$ cat src/rtl/dbus_arbiter.sv
// Data-side bus arbiter: round-robin grant of M0/M1, address decode to DM/TC0/TC1/IG, DM wait sequencing.
// Latency: ack two cycles after the grant cycle (2+DM_WAIT for DM); one idle cycle between transactions.
// Backpressure: masters hold req until the one-cycle ack; no new grant is made until the FSM is back in IDLE.
module dbus_arbiter #(
    parameter int unsigned DM_WAIT = 2,
    parameter logic [31:0] DM_TOP  = 32'h0000_2fff
) (
    input  logic        clk,
    input  logic        reset,
    input  logic        m0_req,
    input  logic [31:0] m0_addr,
    input  logic [3:0]  m0_byteen,
    input  logic [31:0] m0_wdata,
    output logic        m0_ack,
    output logic        m0_err,
    output logic [31:0] m0_rdata,
    input  logic        m1_req,
    input  logic [31:0] m1_addr,
    input  logic [3:0]  m1_byteen,
    input  logic [31:0] m1_wdata,
    output logic        m1_ack,
    output logic        m1_err,
    output logic [31:0] m1_rdata,
    output logic [31:0] s_addr,
    output logic [31:0] s_wdata,
    output logic [3:0]  s_byteen,
    output logic        dm_en,
    output logic        tc0_we,
    output logic        tc1_we,
    output logic        ig_we,
    input  logic [31:0] dm_rdata,
    input  logic [31:0] tc0_rdata,
    input  logic [31:0] tc1_rdata
);
    typedef enum logic [1:0] {S_IDLE, S_ISSUE, S_WAIT, S_RESP} state_t;
    typedef enum logic [2:0] {T_DM, T_TC0, T_TC1, T_IG, T_MISS} tgt_t;

    localparam logic [3:0] WAIT_INIT = (DM_WAIT > 0) ? 4'(DM_WAIT - 1) : 4'd0;

    state_t      state_q, state_d;
    tgt_t        tgt_q, tgt_d, in_tgt;
    logic        last_grant_q, last_grant_d;   // 1 = M1 was granted last
    logic        gnt_q, gnt_d;                 // 1 = M1 owns the current transaction
    logic        err_q, err_d;
    logic [3:0]  cnt_q, cnt_d;
    logic [31:0] s_addr_q, s_addr_d, s_wdata_q, s_wdata_d;
    logic [3:0]  s_byteen_q, s_byteen_d;
    logic        dm_en_q, dm_en_d, tc0_we_q, tc0_we_d, tc1_we_q, tc1_we_d, ig_we_q, ig_we_d;
    logic        m0_ack_q, m0_ack_d, m0_err_q, m0_err_d, m1_ack_q, m1_ack_d, m1_err_q, m1_err_d;
    logic [31:0] m0_rdata_q, m0_rdata_d, m1_rdata_q, m1_rdata_d;
    logic        pick_m1, in_write, in_err, is_tc, resp_go;
    logic [31:0] in_addr, in_wdata, resp_rdata;
    logic [3:0]  in_byteen;

    // Arbitration and decode of the request about to be granted (same value that gets latched)
    always_comb begin
        pick_m1   = m1_req && (!m0_req || !last_grant_q);
        in_addr   = pick_m1 ? m1_addr   : m0_addr;
        in_byteen = pick_m1 ? m1_byteen : m0_byteen;
        in_wdata  = pick_m1 ? m1_wdata  : m0_wdata;
        in_write  = (in_byteen != 4'b0000);
        in_tgt    = T_MISS;
        if (in_addr <= DM_TOP)                                 in_tgt = T_DM;
        else if (in_addr >= 32'h7f00 && in_addr <= 32'h7f0b)   in_tgt = T_TC0;
        else if (in_addr >= 32'h7f10 && in_addr <= 32'h7f1b)   in_tgt = T_TC1;
        else if (in_addr >= 32'h7f20 && in_addr <= 32'h7f23)   in_tgt = T_IG;
        is_tc  = (in_tgt == T_TC0) || (in_tgt == T_TC1);
        // Timers only take aligned full-word accesses, and the count register (offset 8) is read-only
        in_err = (in_tgt == T_MISS) ||
                 (is_tc && ((in_write && in_byteen != 4'b1111) ||
                            (in_addr[1:0] != 2'b00) ||
                            (in_write && in_addr[3:0] == 4'h8)));
    end

    // Read data returned with the ack; rejected accesses and IG return zero
    always_comb begin
        resp_rdata = 32'h0;
        if (!err_q) begin
            case (tgt_q)
                T_DM:    resp_rdata = dm_rdata;
                T_TC0:   resp_rdata = tc0_rdata;
                T_TC1:   resp_rdata = tc1_rdata;
                default: resp_rdata = 32'h0;
            endcase
        end
    end

    // FSM next state, latch of the granted request, one-cycle strobes and ack
    always_comb begin
        state_d      = state_q;
        tgt_d        = tgt_q;
        last_grant_d = last_grant_q;
        gnt_d        = gnt_q;
        err_d        = err_q;
        cnt_d        = cnt_q;
        s_addr_d     = s_addr_q;
        s_wdata_d    = s_wdata_q;
        s_byteen_d   = s_byteen_q;
        dm_en_d      = 1'b0;
        tc0_we_d     = 1'b0;
        tc1_we_d     = 1'b0;
        ig_we_d      = 1'b0;
        m0_ack_d     = 1'b0;
        m0_err_d     = 1'b0;
        m0_rdata_d   = 32'h0;
        m1_ack_d     = 1'b0;
        m1_err_d     = 1'b0;
        m1_rdata_d   = 32'h0;
        resp_go      = 1'b0;
        case (state_q)
            S_IDLE: begin
                if (m0_req || m1_req) begin
                    state_d      = S_ISSUE;
                    gnt_d        = pick_m1;
                    last_grant_d = pick_m1;
                    s_addr_d     = in_addr;
                    s_wdata_d    = in_wdata;
                    s_byteen_d   = in_byteen;
                    tgt_d        = in_tgt;
                    err_d        = in_err;
                    // Strobes are registered here so they are visible exactly during ISSUE
                    dm_en_d      = (in_tgt == T_DM);
                    tc0_we_d     = (in_tgt == T_TC0) && in_write && !in_err;
                    tc1_we_d     = (in_tgt == T_TC1) && in_write && !in_err;
                    ig_we_d      = (in_tgt == T_IG) && in_write;
                end
            end
            S_ISSUE: begin
                if (tgt_q == T_DM && DM_WAIT > 0) begin
                    state_d = S_WAIT;
                    cnt_d   = WAIT_INIT;
                end else begin
                    resp_go = 1'b1;
                end
            end
            S_WAIT: begin
                if (cnt_q == 4'd0) resp_go = 1'b1;
                else               cnt_d   = cnt_q - 4'd1;
            end
            S_RESP:  state_d = S_IDLE;
            default: state_d = S_IDLE;
        endcase
        if (resp_go) begin
            state_d = S_RESP;
            if (gnt_q) begin
                m1_ack_d   = 1'b1;
                m1_err_d   = err_q;
                m1_rdata_d = resp_rdata;
            end else begin
                m0_ack_d   = 1'b1;
                m0_err_d   = err_q;
                m0_rdata_d = resp_rdata;
            end
        end
    end

    // State and output registers; reset abandons any transaction in flight
    always_ff @(posedge clk or posedge reset) begin
        if (reset) begin
            state_q      <= S_IDLE;
            tgt_q        <= T_MISS;
            last_grant_q <= 1'b1;
            gnt_q        <= 1'b0;
            err_q        <= 1'b0;
            cnt_q        <= 4'd0;
            s_addr_q     <= 32'h0;
            s_wdata_q    <= 32'h0;
            s_byteen_q   <= 4'h0;
            dm_en_q      <= 1'b0;
            tc0_we_q     <= 1'b0;
            tc1_we_q     <= 1'b0;
            ig_we_q      <= 1'b0;
            m0_ack_q     <= 1'b0;
            m0_err_q     <= 1'b0;
            m0_rdata_q   <= 32'h0;
            m1_ack_q     <= 1'b0;
            m1_err_q     <= 1'b0;
            m1_rdata_q   <= 32'h0;
        end else begin
            state_q      <= state_d;
            tgt_q        <= tgt_d;
            last_grant_q <= last_grant_d;
            gnt_q        <= gnt_d;
            err_q        <= err_d;
            cnt_q        <= cnt_d;
            s_addr_q     <= s_addr_d;
            s_wdata_q    <= s_wdata_d;
            s_byteen_q   <= s_byteen_d;
            dm_en_q      <= dm_en_d;
            tc0_we_q     <= tc0_we_d;
            tc1_we_q     <= tc1_we_d;
            ig_we_q      <= ig_we_d;
            m0_ack_q     <= m0_ack_d;
            m0_err_q     <= m0_err_d;
            m0_rdata_q   <= m0_rdata_d;
            m1_ack_q     <= m1_ack_d;
            m1_err_q     <= m1_err_d;
            m1_rdata_q   <= m1_rdata_d;
        end
    end

    assign m0_ack   = m0_ack_q;
    assign m0_err   = m0_err_q;
    assign m0_rdata = m0_rdata_q;
    assign m1_ack   = m1_ack_q;
    assign m1_err   = m1_err_q;
    assign m1_rdata = m1_rdata_q;
    assign s_addr   = s_addr_q;
    assign s_wdata  = s_wdata_q;
    assign s_byteen = s_byteen_q;
    assign dm_en    = dm_en_q;
    assign tc0_we   = tc0_we_q;
    assign tc1_we   = tc1_we_q;
    assign ig_we    = ig_we_q;
endmodule

$ cat config.mk
export PLATFORM = sky130hd
export DESIGN_NAME = dbus_arbiter
export DESIGN_NICKNAME = d
export VERILOG_FILES = /design/src/rtl/dbus_arbiter.sv
export SDC_FILE = /design/constraint.sdc
export NUM_CORES = 1
export LEC_CHECK = 0
export CORE_AREA = 2 2 148 150
export DETAILED_ROUTE_END_ITERATION = 10
export DIE_AREA = 0 0 150 152
export PLACE_DENSITY = 0.78
export SYNTH_ARGS = -nofsm -noshare
export SYNTH_HDL_FRONTEND = slang
export SYNTH_SLANG_ARGS = --single-unit
export TNS_END_PERCENT = 5
$ cat constraint.sdc
create_clock -name clk -period 6.51 [get_ports clk]
set_input_delay 1.6275 -clock clk [delete_from_list [all_inputs] [get_ports clk]]
set_output_delay 1.6275 -clock clk [all_outputs]
set_load 0.03 [all_outputs]
# Yosys cells after proc, flatten, opt, wreduce, memory -nomap -nowiden
# Index checks and enable logic that the tools add are counted.
[word_totals]
register_bits = 152
inputBits = 236
out_inout_bits = 140
[op_classes]
add_sub_neg = 1
order_cmp = 7
n_eq_ne = 15
muxes = 39
reduce_logical = 32
[ops]
columns = ["cell", "count"]
rows = [
  ["$mux W32", 7],
  ["$ge A32 B15 Y1 const B", 3],
  ["$le A32 B15 Y1 const B", 3],
  ["$pmux W32 S3", 1],
  ["$le A32 B14 Y1 const B", 1],
  ["$mux W1", 18],
  ["$logic_and A1 B1 Y1", 12],
  ["$mux W3", 4],
  ["$mux W4", 3],
  ["$eq A3 B2 Y1 const B", 3],
  ["$pmux W4 S2", 1],
  ["$reduce_bool A4 Y1", 2],
  ["$eq A3 B1 Y1 const B", 2],
  ["$logic_not A3 Y1", 2],
  ["$logic_or A1 B1 Y1", 6],
  ["$mux W2", 3],
  ["$ne A3 B3 Y1 const B", 2],
  ["$pmux W2 S3", 1],
  ["$reduce_and A3 Y1", 2],
  ["$eq A2 B2 Y1 const B", 2],
  ["$eq A4 B4 Y1 const B", 1],
  ["$logic_not A4 Y1", 1],
  ["$ne A2 B2 Y1 const B", 2],
  ["$ne A4 B4 Y1 const B", 1],
  ["8 further kinds", 11],
]

# Logic depth before layout (Yosys ltp)
# Gate-level depths: netlist of run 1.
[logic_depth]
ltp_word = 18
mapped_depth = 11
mapped_depth_nobuf = 8

# Worst setup path after synthesis of run 1
# Ideal clock, no wire load.
[synth_path]
kind = "input to register"
start = "input m1_req"
end = "register tgt_q[0]"
arrival_time_ns = 2.868
required_time_ns = 6.392
setup_slack_ns = 3.524
path_stages = 7
path_buffers = 1
path_cell_list = "a21bo_1 > buf_6 > or3_4 > and2_1 > o21ai_2 > a211oi_1 > a21o_1"
[synth_between]
elab_chain_cells = 8
[synth_rtl]
columns = ["item", "line_no", "rtl"]
rows = [
  ["start, declared", "17", "input logic m1_req,"],
  ["$logic_and A1 B1 Y1", "57", "pick_m1 = m1_req && (!m0_req || !last_grant_q);"],
  ["$mux W32", "58", "in_addr = pick_m1 ? m1_addr : m0_addr;"],
  ["$ge A32 B15 Y1 or $le A32 B15 Y1 (tied branches)", "66", "else if (in_addr >= 32'h7f20 && in_addr <= 32'h7f23) in_tgt = T_IG;"],
  ["$logic_and A1 B1 Y1", "66", ""],
  ["$mux W3", "66", ""],
  ["$mux W3", "65", "else if (in_addr >= 32'h7f10 && in_addr <= 32'h7f1b) in_tgt = T_TC1;"],
  ["$mux W3", "64", "else if (in_addr >= 32'h7f00 && in_addr <= 32'h7f0b) in_tgt = T_TC0;"],
  ["$mux W3", "63", "if (in_addr <= DM_TOP) in_tgt = T_DM;"],
  ["end signal, assigned", "181", "tgt_q <= tgt_d;"],
  ["end, declared", "41", "tgt_t tgt_q, tgt_d, in_tgt;"],
]
# Parallel ways exist; a longest one is shown, timed or not.
# A chain may end at the register's enable or synchronous reset.

# Final worst setup path of run 1
[layout_path]
start = "input m1_req"
end = "register tgt_q[2]"
# Same word-level chain as after synthesis.

==> results of run 1 <==
worst max-delay path by stage:
stage | to | cells after the start | from | slack [ns]
after global routing | tgt_q[2] | 8 | m1_req | 2.51
final | tgt_q[2] | 8 | m1_req | 2.78
after CTS | tgt_q[2] | 8 | m1_req | 2.78
after detailed placement | tgt_q[2] | 8 | m1_req | 2.34
after floorplan | cnt_q[0] | 1 | reset | 0.79
after global placement | tgt_q[2] | 8 | m1_req | 2.38
flip-flops by register name (all words and copies together), names as in the netlist, 2 cells and up:
| signal | count |
|---|---|
| m0_rdata | 32 |
| m1_rdata | 32 |
| s_addr | 32 |
| s_wdata | 32 |
| cnt_q | 4 |
| s_byteen | 4 |
| tgt_q | 3 |
| state_q | 2 |
power by group through the flow:
stage	sequential [mW]	combinational [mW]	clock [mW]
detailed placement	1.36	1.85	0
global route	1.37	1.97	1.10
global placement	1.35	1.83	0
finish	1.34	1.83	1.04
floorplan	1.78	0.626	0
CTS	1.34	1.85	1.06
final cells by class:
| class | instances | area, sq um |
|---|---|---|
| diodes | 1 | 2.502 |
| clock buffers | 20 | 446.7 |
| well taps | 280 | 350.3 |
| inverters | 9 | 38.79 |
| multi-input cells | 577 | 2970 |
| clock inverters | 12 | 167.7 |
| repair buffers | 385 | 3829 |
| flip-flops and latches | 152 | 3807 |
| fillers | 1947 | 9738 |
logic make-up (layout without fill, tap and decap cells):
group,after synthesis,count (layout),share of synthesized area [%]
flip-flops,152,152,54.30
AO/OA/AOI/OAI,149,149,13.41
other,0,1,0
buffers and inverters,64,426,3.802
multiplexers,36,36,5.141
adder cells (fa/ha/maj),5,5,0.8925
AND/OR/NAND/NOR,387,387,22.46
per-layer routing:
metal | track usage [%] | wire length [microns]
met5 | 0 | 0
met4 | 7.907 | 629
met3 | 7.207 | 2410
met2 | 39.10 | 12890
met1 | 24.14 | 9358
synth_stat cells, drive strengths merged (3+ instances only):
| library cell | count |
|---|---|
| nor3 | 4 |
| a221oi | 3 |
| nor2 | 137 |
| o21ai | 48 |
| dfrtp | 150 |
| inv | 9 |
| a21oi | 8 |
| nor4 | 11 |
| ha | 5 |
| a22o | 3 |
| mux2i | 36 |
| nand4 | 5 |
| or3 | 5 |
| a211oi | 3 |
| a31oi | 67 |
| buf | 24 |
| nand3 | 3 |
| clkbuf | 31 |
| nand2b | 3 |
| nand2 | 207 |
cells in the final DEF, fill, tap and decap left out, types with 3 or more instances in the layout:
| master | count |
|---|---|
| or3_1 | 4 |
| mux2i_1 | 36 |
| clkbuf_16 | 17 |
| clkdlybuf4s50_1 | 375 |
| buf_4 | 10 |
| nand2b_1 | 3 |
| dfrtp_1 | 149 |
| a31oi_1 | 67 |
| inv_6 | 3 |
| nand4_1 | 5 |
| nor3_1 | 4 |
| nand2_1 | 207 |
| clkinvlp_4 | 3 |
| a21oi_1 | 8 |
| nor2_1 | 137 |
| nor4_1 | 10 |
| a22o_1 | 3 |
| ha_1 | 5 |
| inv_1 | 8 |
| o21ai_0 | 45 |
| clkinv_4 | 3 |
| bufinv_16 | 3 |
| nand3_1 | 3 |
metrics by stage:
stage / utilization (%) / area, sq um / total power [mW]
floorplan: - / 7009 / 2.403
global placement: 51.50 / 11000 / 3.173
detailed placement: 51.50 / 11000 / 3.207
CTS: 54.38 / 11610 / 4.254
global route: 54.39 / 11610 / 4.446
finish: 54.39 / 11610 / 4.204
worst register-to-register path, stage by stage (launching register included):
cell     delay, ns
dfrtp_1       0.40
inv_1         0.11
ha_1          0.29
o21a_4        0.79
buf_4         0.56
nor2_1        0.09
a31oi_1       0.16
==> summary.txt, run 1 <==
Worst setup path
  • WS Path Type: input port to flop
  • Delay-heaviest family, CP: compound AO/OA/AOI/OAI gates
  • CP peak stage delay: about 0.55 ns
  • CP Launch Type: input port
  • Worst reg2reg path depth: 6
  • Reg2reg end: s_wdata[2]
  • Max Fanout on Critical Path: 42
  • Critical path data arrival time: 4.06 ns
  • Flop-to-flop setup slack: 4.04 ns
  • Worst R2R Start: state_q[1]
  • CP bufs+invs: 2
  • Worst EP required: 6.84 ns
  • CP cell instances: clkdlybuf4s50_1 > a21boi_4 > buf_4 > a221oi_1 > o21ai_1 > a21boi_0 > o21ai_0 > o21ai_0
  • Slowest stage cell, crit path: clkdlybuf4s50_1
  • CP Capture Type: flop
  • Crit path top cell by count: o21ai_0

Power and ir drop
  • Comb pwr share: 43.5%
  • Pwr Density: 362.1 nW/um^2
  • Switching Share: around 40%
  • Sw power: roughly 1.6 mW
  • Int Pwr: approximately 2.6 mW
  • LEAKAGE: roughly 4.6 nW
  • Max VDD drop: 0.2151 mV
  • Sequential power share: a little under a third
  • Clock share of power: 24.7%

STA
  • Max Slew Vio Count: 0
  • Slew @ Worst Pin: 1.099 ns
  • Slew HR: 26.74%
  • Setup slack after layout: 2.784 ns
  • Fin. Hold Viols: 0
  • Min Hold Slack: 0.5077 ns
  • Final setup fails: 0
  • Setup TNS: 0 ns
  • Final worst path period need: 3.726 ns
  • Fin crit share: 57.24%
  • Final Skew: 0.01140 ns
  • F_max: about 0.27 GHz
  • RSZ-0062 raised after global routing: false

Hold path
  • Worst Hold Class: flop to flop
  • Worst Hold Path EP: s_addr[4]
  • Hold path depth: 2
  • Hold Path Origin: s_addr[4]

Die
  • Num rows: between 50 and 60
  • Core Box Area: 21350 sq um
  • Initial core utilization: between 30% and 40%
  • Ports: 376
  • Die X: 150 microns
  • Die height: 152 microns
  • Die Area: 22800 sq um

Routing
  • Detailed-route DRC error count: 0
  • Final wirelength: roughly 25 mm
  • DR WL/cell: 17.61 microns
  • Vias: 6973
  • DRT Pass-1 Iters: 5
  • DR iter-0 viols: around 300
  • Routed vias/inst: 4.856
  • ANT nets after route: 0

Cells and area
  • Share of cells above drive strength 1: 4.762%
  • Finished Layout Cells: 1436
  • Area growth from synthesis to layout: 65.67%
  • Nets: around 1400

Global route
  • Vias in the first global route: roughly 7000
  • First-pass GRT wire length: 38.53 mm
  • Grt ovf: 0
  • Antenna violations before repair: 1
  • Largest net degree at the start of global routing: 112
  • GR Util All Layers: 21.93%

Synth
  • Warnings, synthesis: 0
  • Yosys reg bits: 152
  • Area of the mapped netlist: 7009 sq um
  • Synth Instances: ~790
  • Top_reg_cell synth: dfrtp_1
  • Synth top area share: 53.55%
  • Asr flop ratio synth: between 90% and 100%
  • Synth area leaders: dfrtp_1 54%, nand2_1 11%, nor2_1 7.3%
  • Area leader, netlist: dfrtp_1
  • Register area share after synthesis: 54.30%
  • Post-synth net total: 1034
  • Number of synthesized flops with an enable pin: 0
  • Post-synthesis cell type count: 48
  • Syn_area_per_cell: 8.839 sq um

Clock tree
  • CTS Buf Count: 17
  • Hold_buf cts: 0
  • Clock buffer depth: 2
  • Clock transition at path regs: approximately 0.06 ns
  • Worst-skew pair later-pin latency: 0.42 ns
  • Clock sinks: 152
  • H-tree depth: 4
  • Post-CTS resize count: 0
  • # Post-CTS Setup Buffers: 0
  • TritonCTS clock tree: yes
  • Root Buffer: clkbuf_16

Placed design
  • Post-DP HPWL: 19.26 mm
  • Port bufs: 375
  • Placed Cells: around 1400
  • Pre-CTS WS: approximately 2.3 ns
  • Routability cong.: 0.8580

Run
  • Max_cap viols: 0

Status
  • Status: finished clean
(Power assumes the default switching activity.)
==> run 2, diff against run 1 <==
clock period = 3.6 ns   (was 6.51 ns; I/O delays follow)
==> summary.txt, run 2 (same netlist as run 1, synthesis figures left out) <==
Clock tree
  • Post-CTS resize count: 0 (unchanged)
  • CTS Buf Count: 17 (unchanged)
  • H-tree depth: 4 (unchanged)
  • # Post-CTS Setup Buffers: 0 (unchanged)
  • Root Buffer: clkbuf_16
  • Clock sinks: 152 (unchanged)
  • Hold_buf cts: 0 (unchanged)
  • Worst-skew pair later-pin latency: 0.43 ns (about the same)
  • TritonCTS clock tree: yes
  • Clock transition at path regs: 0.06 ns (about the same)
  • Clock buffer depth: 2 (unchanged)

Worst setup path
  • Worst EP required: 3.88 ns (-2.96 ns)
  • WS Path Type: input port to flop
  • Worst path depth: 7 (-1)
  • Critical path data arrival time: 3.03 ns (-1.03 ns)
  • Max Fanout on Critical Path: 2 (-95%)
  • Crit path top cell by count: o21ai_0
  • Delay-heaviest family, CP: compound AO/OA/AOI/OAI gates
  • CP Capture Type: flop
  • CP cell instances: clkdlybuf4s50_1 > nor4_1 > nand4_1 > a2111oi_0 > o21ai_0 > o21ai_0 > a22oi_1
  • CP Launch Type: input port
  • Worst reg2reg path depth: 6 (unchanged)
  • CP bufs+invs: 1 (-1)
  • CP peak stage delay: 0.52 ns (-0.03 ns)
  • Slowest stage cell, crit path: nor4_1

Global route
  • Vias in the first global route: 7063 (+1.0%)
  • Grt ovf: 0 (unchanged)
  • Antenna violations before repair: 1 (unchanged)
  • GR Util All Layers: 22.63% (+0.69 points)
  • Largest net degree at the start of global routing: 85 (-24%)
  • First-pass GRT wire length: 39.54 mm (+2.6%)

Cells and area
  • Commonest cells after routing, fill and taps aside: 375 x clkdlybuf4s50_1, 207 x nand2_1, 149 x dfrtp_1
  • Most common cell after layout, fill and taps aside: clkdlybuf4s50_1
  • Finished Layout Cells: 1441 (+0.35%)
  • Design Area, Final: 11670 sq um (+0.53%)
  • Nets: 1388 (+0.36%)
  • Area growth from synthesis to layout: 66.55%
  • Share of cells above drive strength 1: 5.172% (+0.41 points)

Power and ir drop
  • LEAKAGE: 4.646 nW (+0.45%)
  • Total power: 7.594 mW (+81%)
  • Max VDD drop: 0.3778 mV (+76%)
  • Pwr Density: 650.5 nW/um^2 (+80%)

STA
  • F_max: 0.3631 GHz
  • Final setup fails: 0 (unchanged)
  • Final Skew: 0.02530 ns (+0.01391 ns)
  • RSZ-0062 raised after global routing: false
  • Slew @ Worst Pin: 0.6688 ns (-0.4301 ns)
  • Slew HR: 55.41% (+29 points)
  • Max Slew Vio Count: 0 (unchanged)
  • Setup TNS: 0 ns (unchanged)
  • Fin. Hold Viols: 0 (unchanged)
  • Min Hold Slack: 0.5113 ns (+0.003684 ns)
  • Final worst path period need: 2.754 ns
  • Fin crit share: 76.50%

Hold path
  • Hold path depth: 1 (-1)
  • Worst Hold Class: flop to flop

Placed design
  • Routability cong.: 0.9033 (+5.3%)
  • Post-DP Area: 11080 sq um (+0.79%)
  • Port bufs: 375 (unchanged)
  • Placed Cells: 1408 (+0.36%)
  • Post-DP HPWL: 19.61 mm (+1.8%)

Status
  • Status: finished clean

Die
  • Die Area: 22800 sq um (unchanged)
  • Initial core utilization: 32.83% (unchanged)
  • Ports: 376 (unchanged)
  • Num rows: 54 (unchanged)
  • Core Box Area: 21350 sq um (unchanged)
  • Die height: 152 microns (unchanged)
  • Die X: 150 microns (unchanged)

Routing
  • DR iter-0 viols: 392 (+30%)
  • Final wirelength: 25.74 mm (+1.8%)
  • Detailed-route DRC error count: 0 (unchanged)
  • Routed vias/inst: 4.972 (+2.4%)
  • Vias: 7164 (+2.7%)
  • DRT Pass-1 Iters: 5 (unchanged)
  • ANT nets after route: 0 (unchanged)
  • DR WL/cell: 17.86 microns (+1.4%)

Run
  • Max_cap viols: 0 (unchanged)
[run 2: power by group]
group          internal (mW)  total [mW]  switching (mW)
sequential              2.17        2.42           0.255
combinational           1.40        3.37            1.97
clock                   1.05        1.80           0.752
total                   4.61        7.59            2.98
[run 2: path summary, 6_finish.rpt]
path | startpoint | to | slack [ns]
worst max-delay path | m1_addr[19] | err_q | 0.85
worst min-delay path | cnt_q[0] | cnt_q[0] | 0.51
worst max register to register | last_grant_q | err_q | 1.49
worst min register to register | cnt_q[0] | cnt_q[0] | 0.51
max in group asynchronous | reset | s_wdata[30] | 2.22
min in group asynchronous | reset | m1_rdata[5] | 0.96
[run 2: layout make-up]
type	count	area, sq um
clock inverter	12	142.6
inverter	9	37.54
tap	280	350.3
multi-input combinational	577	2970
sequential	152	3807
fill	1917	9677
antenna	1	2.502
timing repair buffer	390	3916
clock buffer	20	446.7
[run 2: layer usage]
layer | vias up | GRT usage, % | wire [microns]
li1 | 3391 | - | -
met1 | 3368 | 25.44 | 9356
met2 | 362 | 38.64 | 13040
met3 | 43 | 8.318 | 2651
met4 | 0 | 9.075 | 694
met5 | - | 0 | 0
[run 2: worst register-to-register path, cell delays in order, from the launching register on]
cell      delay [ns]
dfstp_2         0.58
a21boi_4        0.14
or4_1           0.48
o32ai_1         0.26
a21boi_0        0.18
o21ai_0         0.25
a22oi_1         0.09
[run 2: per-stage QoR]
| step | util (%) | setup WS, ns |
|---|---|---|
| after global placement | 51.90 | 0.5059 |
| after CTS | 54.66 | 0.9417 |
| after global routing | 54.68 | 0.6731 |
| after floorplan | - | 0.7847 |
| final | 54.68 | 0.8460 |
| after detailed placement | 51.90 | 0.5502 |
